### config.mk
export PLATFORM = sky130hd
export DESIGN_NAME = alarm_sequencer_flat
export DESIGN_NICKNAME = d
export VERILOG_FILES = /design/src/rtl/alarm_sequencer_if.sv /design/src/rtl/alarm_sequencer.sv /design/src/flat_wrapper.sv
export SDC_FILE = /design/constraint.sdc
export NUM_CORES = 1
export LEC_CHECK = 0
export ABC_AREA = 1
export CAP_MARGIN = 20
export CORE_MARGIN = 2
export CORE_UTILIZATION = 38
export CTS_CLUSTER_SIZE = 30
export DETAILED_ROUTE_END_ITERATION = 16
export DONT_BUFFER_PORTS = 1
export PLACE_DENSITY_LB_ADDON = 0.2
export SLEW_MARGIN = 20
export SYNTH_ARGS = -nofsm -noshare
export SYNTH_HDL_FRONTEND = slang
export SYNTH_SLANG_ARGS = --single-unit
export TNS_END_PERCENT = 20
### constraint.sdc
create_clock -name clk -period 2.5 [get_ports clk]
set_clock_uncertainty 0.2 [all_clocks]
set_input_delay 0.5 -clock clk [delete_from_list [all_inputs] [get_ports clk]]
set_output_delay 0.5 -clock clk [all_outputs]
set_load 0.05 [all_outputs]
### src/rtl/alarm_sequencer_if.sv
// rtl/alarm_sequencer_if.sv - alarm sequencer signal bundle: timing/trigger inputs and buzzer/indicator outputs
interface alarm_sequencer_if;
    logic tick_en;
    logic timer_done;
    logic ack;
    logic buzzer;
    logic alarm_active;
    logic alarm_led;

    modport master (
        output tick_en,
        output timer_done,
        output ack,
        input  buzzer,
        input  alarm_active,
        input  alarm_led
    );

    modport slave (
        input  tick_en,
        input  timer_done,
        input  ack,
        output buzzer,
        output alarm_active,
        output alarm_led
    );
endinterface

### src/rtl/alarm_sequencer.sv
// rtl/alarm_sequencer.sv - turns the countdown-complete level into a repeating buzzer burst pattern
module alarm_sequencer #(
    parameter int BEEP_ON_TICKS   = 25,
    parameter int BEEP_OFF_TICKS  = 25,
    parameter int BEEPS_PER_BURST = 3,
    parameter int BURST_GAP_TICKS = 100,
    parameter int MAX_BURSTS      = 20,
    parameter int TICK_W          = 8,
    parameter int BURST_W         = 5
) (
    input  logic               clk,
    input  logic               reset,
    alarm_sequencer_if.slave   bus
);
    localparam int BEEP_W = (BEEPS_PER_BURST > 1) ? $clog2(BEEPS_PER_BURST) : 1;

    localparam logic [TICK_W-1:0]  ON_LAST    = TICK_W'(BEEP_ON_TICKS - 1);
    localparam logic [TICK_W-1:0]  OFF_LAST   = TICK_W'(BEEP_OFF_TICKS - 1);
    localparam logic [TICK_W-1:0]  GAP_LAST   = TICK_W'(BURST_GAP_TICKS - 1);
    localparam logic [BEEP_W-1:0]  BEEP_LAST  = BEEP_W'(BEEPS_PER_BURST - 1);
    localparam logic [BURST_W-1:0] BURST_LAST = BURST_W'(MAX_BURSTS - 1);

    typedef enum logic [2:0] {
        ST_IDLE,
        ST_BEEP,
        ST_SPACE,
        ST_GAP,
        ST_HOLD
    } state_t;

    state_t             state_q, state_d;
    logic [TICK_W-1:0]  tick_cnt_q, tick_cnt_d;
    logic [BEEP_W-1:0]  beep_cnt_q, beep_cnt_d;
    logic [BURST_W-1:0] burst_cnt_q, burst_cnt_d;
    logic               done_q;
    logic               ack_q;
    logic               buzzer_q, buzzer_d;
    logic               active_q;
    logic               led_q;

    logic               rise;
    logic               ack_edge;
    logic               in_alarm;
    logic [TICK_W-1:0]  cur_last;
    logic               tick_done;

    assign rise     = bus.timer_done & ~done_q;
    assign ack_edge = bus.ack & ~ack_q;
    assign in_alarm = (state_q == ST_BEEP) || (state_q == ST_SPACE) || (state_q == ST_GAP);

    always_comb begin
        cur_last = '0;
        unique case (state_q)
            ST_BEEP:  cur_last = ON_LAST;
            ST_SPACE: cur_last = OFF_LAST;
            ST_GAP:   cur_last = GAP_LAST;
            default:  cur_last = '0;
        endcase
    end

    // Terminal compare is exact so a mis-sized counter shows up as a missed end, not a clamp.
    assign tick_done = in_alarm && bus.tick_en && (tick_cnt_q == cur_last);

    always_comb begin
        state_d     = state_q;
        beep_cnt_d  = beep_cnt_q;
        burst_cnt_d = burst_cnt_q;

        if (in_alarm && !bus.timer_done) begin
            state_d = ST_IDLE;
        end else if (in_alarm && ack_edge) begin
            state_d = ST_HOLD;
        end else begin
            unique case (state_q)
                ST_IDLE: begin
                    if (rise) begin
                        state_d     = ack_edge ? ST_HOLD : ST_BEEP;
                        beep_cnt_d  = '0;
                        burst_cnt_d = '0;
                    end
                end
                ST_BEEP: begin
                    if (tick_done) begin
                        if (beep_cnt_q == BEEP_LAST) begin
                            state_d = ST_GAP;
                        end else begin
                            beep_cnt_d = beep_cnt_q + 1'b1;
                            state_d    = ST_SPACE;
                        end
                    end
                end
                ST_SPACE: begin
                    if (tick_done) begin
                        state_d = ST_BEEP;
                    end
                end
                ST_GAP: begin
                    if (tick_done) begin
                        if (burst_cnt_q == BURST_LAST) begin
                            state_d = ST_HOLD;
                        end else begin
                            burst_cnt_d = burst_cnt_q + 1'b1;
                            beep_cnt_d  = '0;
                            state_d     = ST_BEEP;
                        end
                    end
                end
                ST_HOLD: begin
                    if (!bus.timer_done) begin
                        state_d = ST_IDLE;
                    end
                end
                default: state_d = ST_IDLE;
            endcase
        end
    end

    always_comb begin
        tick_cnt_d = tick_cnt_q;
        if (state_d != state_q) begin
            tick_cnt_d = '0;
        end else if (in_alarm && bus.tick_en) begin
            tick_cnt_d = tick_cnt_q + 1'b1;
        end
    end

    // Tone restarts high on every BEEP entry so each beep has the same phase.
    always_comb begin
        buzzer_d = 1'b0;
        if (state_d == ST_BEEP) begin
            buzzer_d = (state_q == ST_BEEP) ? ~buzzer_q : 1'b1;
        end
    end

    always_ff @(posedge clk) begin
        if (reset) begin
            state_q     <= ST_IDLE;
            tick_cnt_q  <= '0;
            beep_cnt_q  <= '0;
            burst_cnt_q <= '0;
            done_q      <= 1'b0;
            ack_q       <= 1'b0;
            buzzer_q    <= 1'b0;
            active_q    <= 1'b0;
            led_q       <= 1'b0;
        end else begin
            state_q     <= state_d;
            tick_cnt_q  <= tick_cnt_d;
            beep_cnt_q  <= beep_cnt_d;
            burst_cnt_q <= burst_cnt_d;
            done_q      <= bus.timer_done;
            ack_q       <= bus.ack;
            buzzer_q    <= buzzer_d;
            active_q    <= (state_d == ST_BEEP) || (state_d == ST_SPACE) || (state_d == ST_GAP);
            led_q       <= (state_d == ST_BEEP);
        end
    end

    assign bus.buzzer       = buzzer_q;
    assign bus.alarm_active = active_q;
    assign bus.alarm_led    = led_q;
endmodule

### src/flat_wrapper.sv
// flat-port wrapper written by rule: the top's interface ports become plain ports
module alarm_sequencer_flat 
#(
    parameter int BEEP_ON_TICKS   = 25,
    parameter int BEEP_OFF_TICKS  = 25,
    parameter int BEEPS_PER_BURST = 3,
    parameter int BURST_GAP_TICKS = 100,
    parameter int MAX_BURSTS      = 20,
    parameter int TICK_W          = 8,
    parameter int BURST_W         = 5
)
  (clk, reset, bus_tick_en, bus_timer_done, bus_ack, bus_buzzer, bus_alarm_active, bus_alarm_led);
  alarm_sequencer_if bus_i ();
  input  logic clk;
  input  logic reset;
  input wire logic [$bits(bus_i.tick_en)-1:0] bus_tick_en;
  input wire logic [$bits(bus_i.timer_done)-1:0] bus_timer_done;
  input wire logic [$bits(bus_i.ack)-1:0] bus_ack;
  output wire logic [$bits(bus_i.buzzer)-1:0] bus_buzzer;
  output wire logic [$bits(bus_i.alarm_active)-1:0] bus_alarm_active;
  output wire logic [$bits(bus_i.alarm_led)-1:0] bus_alarm_led;
  assign bus_i.tick_en = bus_tick_en;
  assign bus_i.timer_done = bus_timer_done;
  assign bus_i.ack = bus_ack;
  assign bus_buzzer = bus_i.buzzer;
  assign bus_alarm_active = bus_i.alarm_active;
  assign bus_alarm_led = bus_i.alarm_led;
  alarm_sequencer #(.BEEP_ON_TICKS(BEEP_ON_TICKS), .BEEP_OFF_TICKS(BEEP_OFF_TICKS), .BEEPS_PER_BURST(BEEPS_PER_BURST), .BURST_GAP_TICKS(BURST_GAP_TICKS), .MAX_BURSTS(MAX_BURSTS), .TICK_W(TICK_W), .BURST_W(BURST_W)) u_core (.clk(clk), .reset(reset), .bus(bus_i));
endmodule
; ---- Word-level counts from Yosys, hierarchy flattened
; Index checks and enable logic that the tools add are counted.
[classes]
mux = 23
bitwise_logic = 8
reduce_logical = 17
add_sub_neg = 3
n_eq_ne = 16
[op_table]
columns = operator, n
row1 = 2-to-1 mux 3 bit, 9
row2 = 2-to-1 mux 5 bit, 3
row3 = one-hot mux 3 bit (5 select lines), 1
row4 = one-hot mux 7 bit (2 select lines), 1
row5 = == test 3 x 2 -> 1 bit (second input constant), 4
row6 = 2-to-1 mux 2 bit, 5
row7 = one-hot mux 5 bit (2 select lines), 1
row8 = adder 8 x 1 -> 8 bit (second input constant), 1
row9 = == test 8 x 7 -> 1 bit, 1
row10 = AND reduction 8 bit, 1
row11 = == test 3 x 1 -> 1 bit (second input constant), 2
row12 = inequality test 2 x 1 -> 1 bit (second input constant), 3
row13 = inverter 1 bit, 6
row14 = one-hot mux 2 bit (3 select lines), 1
row15 = AND reduction 6 bit, 1
row16 = OR reduction 2 bit, 3
row17 = adder 5 x 1 -> 5 bit (second input constant), 1
row18 = == test 5 bit (second input constant), 1
row19 = logical AND 1 bit, 4
row20 = logical OR 1 bit, 4
row21 = inequality test 2 bit (second input constant), 2
row22 = == test 3 bit (second input constant), 1
row23 = logical NOT 3 bit, 1
row24 = inequality test 3 bit, 1
row25 = other kinds (7), 9
[word_totals]
output_inout_bits = 3
ff_bits = 23
inputBits = 5

; ---- Depth between registers and ports, before layout
[depth]
word_depth = 12
depth_mapped = 15
depth_no_buf = 14

; ---- Least setup slack after synthesis
; Ideal clock, no wire load.
[synth_path]
path_kind = input to register
from = input port bus_ack
to = register u_core.tick_cnt_q[0]
stages = 11
setup_slack_ps = 553
setup_ps = 65
t_arrival_ps = 1682
path_cell_list = inv_1 > or2_2 > nor2_2 > nor2_4 > nand2_1 > inv_2 > o21ai_0 > nand3_1 > nor2_2 > nand3_4 > nor2_1
[synth_via]
elab_chain_len = 8
word_cells_on_any_way = 9
classes_between = 1 x eq/ne / 5 x mux / 1 x bitwise / 2 x reduce/logical
[synth_lines]
columns = element, line_no
row1 = start: declaration, flat_wrapper.sv:18  ; input wire logic [$bits(bus_i.ack)-1:0] bus_ack;
row2 = AND 1 bit *, alarm_sequencer.sv:48  ; assign ack_edge = bus.ack & ~ack_q;
row3 = 2-to-1 mux 3 bit, alarm_sequencer.sv:77  ; state_d = ack_edge ? ST_HOLD : ST_BEEP;
row4 = 2-to-1 mux 3 bit, alarm_sequencer.sv:76  ; if (rise) begin
row5 = one-hot mux 3 bit (5 select lines), alarm_sequencer.sv:74  ; unique case (state_q)
row6 = 2-to-1 mux 3 bit *, alarm_sequencer.sv:71  ; end else if (in_alarm && ack_edge) begin
row7 = 2-to-1 mux 3 bit *, alarm_sequencer.sv:69  ; if (in_alarm && !bus.timer_done) begin
row8 = inequality test 3 bit *, alarm_sequencer.sv:120  ; if (state_d != state_q) begin
row9 = OR reduction 2 bit (no source line) *, n/a
row10 = end signal: assignment, alarm_sequencer.sv:148  ; tick_cnt_q <= tick_cnt_d;
row11 = end: declaration, alarm_sequencer.sv:32  ; logic [TICK_W-1:0] tick_cnt_q, tick_cnt_d;
; Mark *: on every way between the ends. The rest lies on a longest branch, timed or not.
; A chain may end at the register's enable or synchronous reset.

; ---- Final worst setup path
[layout_path]
from = register u_core.state_q[0]
to = register u_core.tick_cnt_q[2]
[layout_via]
elab_chain_len = 11
word_cells_on_any_way = 24
classes_between = 6 x eq/ne / 9 x mux / 9 x reduce/logical
[layout_lines]
columns = element, line_no
row1 = start: declaration, alarm_sequencer.sv:31  ; state_t state_q, state_d;
row2 = start signal: assignment, alarm_sequencer.sv:147  ; state_q <= state_d;
row3 = == test 3 x 2 -> 1 bit or == test 3 x 1 -> 1 bit (tied branches), "alarm_sequencer.sv:49, alarm_sequencer.sv:53, alarm_sequencer.sv:74"
row4 = OR reduction 2 bit (no source line) or logical OR 1 bit (tied branches), n/a
row5 = one-hot mux 7 bit (2 select lines) or logical OR 1 bit (tied branches), "alarm_sequencer.sv:53, alarm_sequencer.sv:49"
row6 = == test 8 x 7 -> 1 bit or logical AND 1 bit (tied branches), "alarm_sequencer.sv:62, alarm_sequencer.sv:122"
row7 = logical AND 1 bit, alarm_sequencer.sv:62  ; assign tick_done = in_alarm && bus.tick_en && (tick_cnt_q == cur_last);
row8 = "2-to-1 mux 3 bit, on equally long branches", "alarm_sequencer.sv:98, alarm_sequencer.sv:83, alarm_sequencer.sv:93"
row9 = one-hot mux 3 bit (5 select lines), alarm_sequencer.sv:74
row10 = 2-to-1 mux 3 bit, alarm_sequencer.sv:71
row11 = 2-to-1 mux 3 bit, alarm_sequencer.sv:69
row12 = inequality test 3 bit, alarm_sequencer.sv:120
row13 = OR reduction 2 bit (no source line), n/a
; Parallel ways exist; a longest one is shown, timed or not.

==> results.yml <==
clocking:
  postCtsHoldBufs: 0
  clk_latency_ns: 0.31
  h-tree-depth: 1
  clock_sinks: 23
  cts_buffer_depth: 2
  post_cts_buffers: 0
  clkTransAtPathRegs_ns: 0.13
  cts_tree: "built"
  root_buffer: "clkbuf_4"
  cts_resized: 0
  cts_buffers: 3
power_and_ir_drop:
  vdd_drop_max_mv: 0.235
  powerDensity_nw_per_um2: 526
  leakage_nw: 0.592
final_layout:
  drive_gt1_frac: 0.146
  fin_util: 0.413
  area_growth_pct: 5.41
  antenna_cells: 0
  fin_nets: 194
critical_path:
  critPathRequiredTime_ns: 2.52
  end_kind: "flop"
  cp_cell_sequence: "nand3_1, nand2_1, nand2_2, nor2_4, nand3_1, nand2_1, nand4_1, nand2_1, nand2_1, nand3_4, nor2_1"
  arrival_ns: 2.15
  slowest_delay_ns: 0.52
  slowest_stage: "dfxtp_1"
  crit_type: "reg2reg"
  crit_path_start_kind: "flop"
  worst-path-max-fanout: 9
  r2r_slack_ns: 0.37
  crit_top_cell: "nand2_1"
timing:
  tightest_slew_ns: 0.502
  fin_crit_ns: 2.13
  tns_ns: 0
  rsz0062_at_grt: "false"
  setup_viol: 0
  drv_slew: 0
  hold_viol_final: 0
  whs_ns: 0.0344
  maxSlewHeadroom: 0.665
  fin_crit_sh: 0.851
  fmax_mhz: 470
synthesis:
  synth_seq_cells: 23
  syn-cell-area_sq_um: 1300
  synth_mux_area_frac: 0.00772
  synth-seq-area-share: 0.355
  synth-compound-area-share: 0.0647
  syn_area_per_cell_sq_um: 7.08
  synth_adder_area_share: 0.0290
  syn-num-nets: 191
  synth-simple-area-share: 0.380
  synth_top_family_by_area: "simple AND/OR/NAND/NOR gates"
  synth_cell_type_count: 29
  synthCells: 183
  yosysWarnings: 0
  synth_xor_area_frac: 0.0676
global_route:
  grt_max_degree: 14
  antenna_found_initial: 0
  grt_pass1_wl_um: 4570
  grt_pass1_vias: 1102
  track_usage: 0.142
  gr-total-overflow: 0
floorplanning:
  die_area_sq_um: 3890
  start_util: 0.392
  rows: 21
  die_width_um: 62.4
  core_area_sq_um: 3310
  pin_count: 8
  die_height_um: 62.4
route:
  wl_um: 2460
  drc: 0
  first_pass_iters: 4
  final_antenna_net_count: 0
  num_vias: 1089
  drt_iter0_drc: 65
  wl_per_cell_um: 10.7
  via_per_inst: 4.71
worst_hold_path:
  holdCritPathClass: "in2reg"
outcome:
  status: "complete, no violations"
placement:
  dp_hpwl_um: 1980
  place_congestion: 0.806
  place.port_buffers: 0
flow_run:
  drv_cap: 0
## where the power goes
group	internal, mW	switching [mW]
Clock	0.0597	0.117
Combinational	0.0445	0.0825
Sequential	0.384	0.0322
## cell families (layout without fill, tap and decap cells)
kind of cell,after synthesis,count (layout)
and+or+nand+nor,100,100
DFF,23,23
xor gates and xnor gates,10,10
muxes,1,1
AOI/OAI and AO/OA,15,15
buffers and inverters,31,33
adders and majority gates,3,3
## cells in the mapped netlist
cell	instances	area, sq um
nand2_2	3	18.8
nand3_1	15	75.1
o21ai_0	7	35.0
buf_6	1	11.3
nor2_2	6	37.5
nand3b_1	1	7.51
nand2_4	1	11.3
nand4_1	3	18.8
o21ai_1	1	5.00
inv_2	5	18.8
nor2_1	28	105
xnor2_1	1	8.76
nor2_4	3	33.8
a21oi_1	5	25.0
nand3_4	1	17.5
and3_1	1	6.26
nor3b_1	1	7.51
inv_1	24	90.1
or2_2	2	12.5
xor2_1	9	78.8
o21ai_2	1	8.76
clkbuf_1	1	3.75
nand3_2	1	10.0
dfxtp_1	23	460
nand2_1	31	116
mux2i_1	1	10.0
nor3_1	3	15.0
o211a_1	1	10.0
ha_1	3	37.5
## sequential cells by signal, summed over array words and instances, names as in the netlist
signal,cells
u_core.done_q,1
u_core.beep_cnt_q,2
u_core.tick_cnt_q,8
u_core.bus.alarm_led,1
u_core.bus.alarm_active,1
u_core.ack_q,1
u_core.burst_cnt_q,5
u_core.state_q,3
u_core.bus.buzzer,1
## placed cells by master, fill, tap and decap left out, types with 2 or more instances in the layout
cell type / count
nand2_1: 31
nand3_1: 15
nor3_1: 3
dfxtp_1: 23
inv_2: 5
o21ai_0: 7
or2_2: 2
clkbuf_4: 3
a21oi_1: 5
nand4_1: 3
nor2_2: 6
nor2_4: 3
ha_1: 3
nand2_2: 3
nor2_1: 28
xor2_1: 9
inv_1: 24
## per-layer routing
| metal | track usage | vias to the layer above | part of all wire |
|---|---|---|---|
| li1 | - | 574 | - |
| met1 | 0.172 | 497 | 0.46 |
| met2 | 0.241 | 12 | 0.50 |
| met3 | 0.0342 | 6 | 0.029 |
| met4 | 0.0611 | 0 | 0.019 |
| met5 | 0 | - | 0 |
## per-stage QoR
step,worst slack [ns],cells,area (sq um),power [mW]
5_1_grt,0.166,231,1370,0.769
6_report,0.372,231,1370,0.719
3_5_place_dp,0.366,227,1340,0.553
2_1_floorplan,0.553,183,1300,0.533
3_3_place_gp,0.372,227,1340,0.549
4_1_cts,0.375,231,1370,0.727
## area by class of cell
type,instances,area (sq um)
well taps,46,57.6
flip-flops and latches,23,460
clock inverters,1,5.00
inverters,29,109
fillers,376,1940
multi-input cells,129,712
clock buffers,3,22.5
## worst max-delay path, delay by kind of cell (launching register included)
family           cells  cell delay (ns)
AND/OR/NAND/NOR     11             1.31
flip-flops           1             0.52
## worst paths after layout
path / start / to / cells after the start
worst max-delay path: u_core.state_q[0]$_SDFF_PP0_ / u_core.tick_cnt_q[2]$_SDFFE_PP0P_ / 11
worst min-delay path: reset / u_core.burst_cnt_q[4]$_SDFFE_PP0P_ / 1
worst max register to register: u_core.state_q[0]$_SDFF_PP0_ / u_core.tick_cnt_q[2]$_SDFFE_PP0P_ / 11
worst min register to register: u_core.burst_cnt_q[4]$_SDFFE_PP0P_ / u_core.burst_cnt_q[4]$_SDFFE_PP0P_ / 2
No activity file was read; power rests on OpenSTA's default activity.
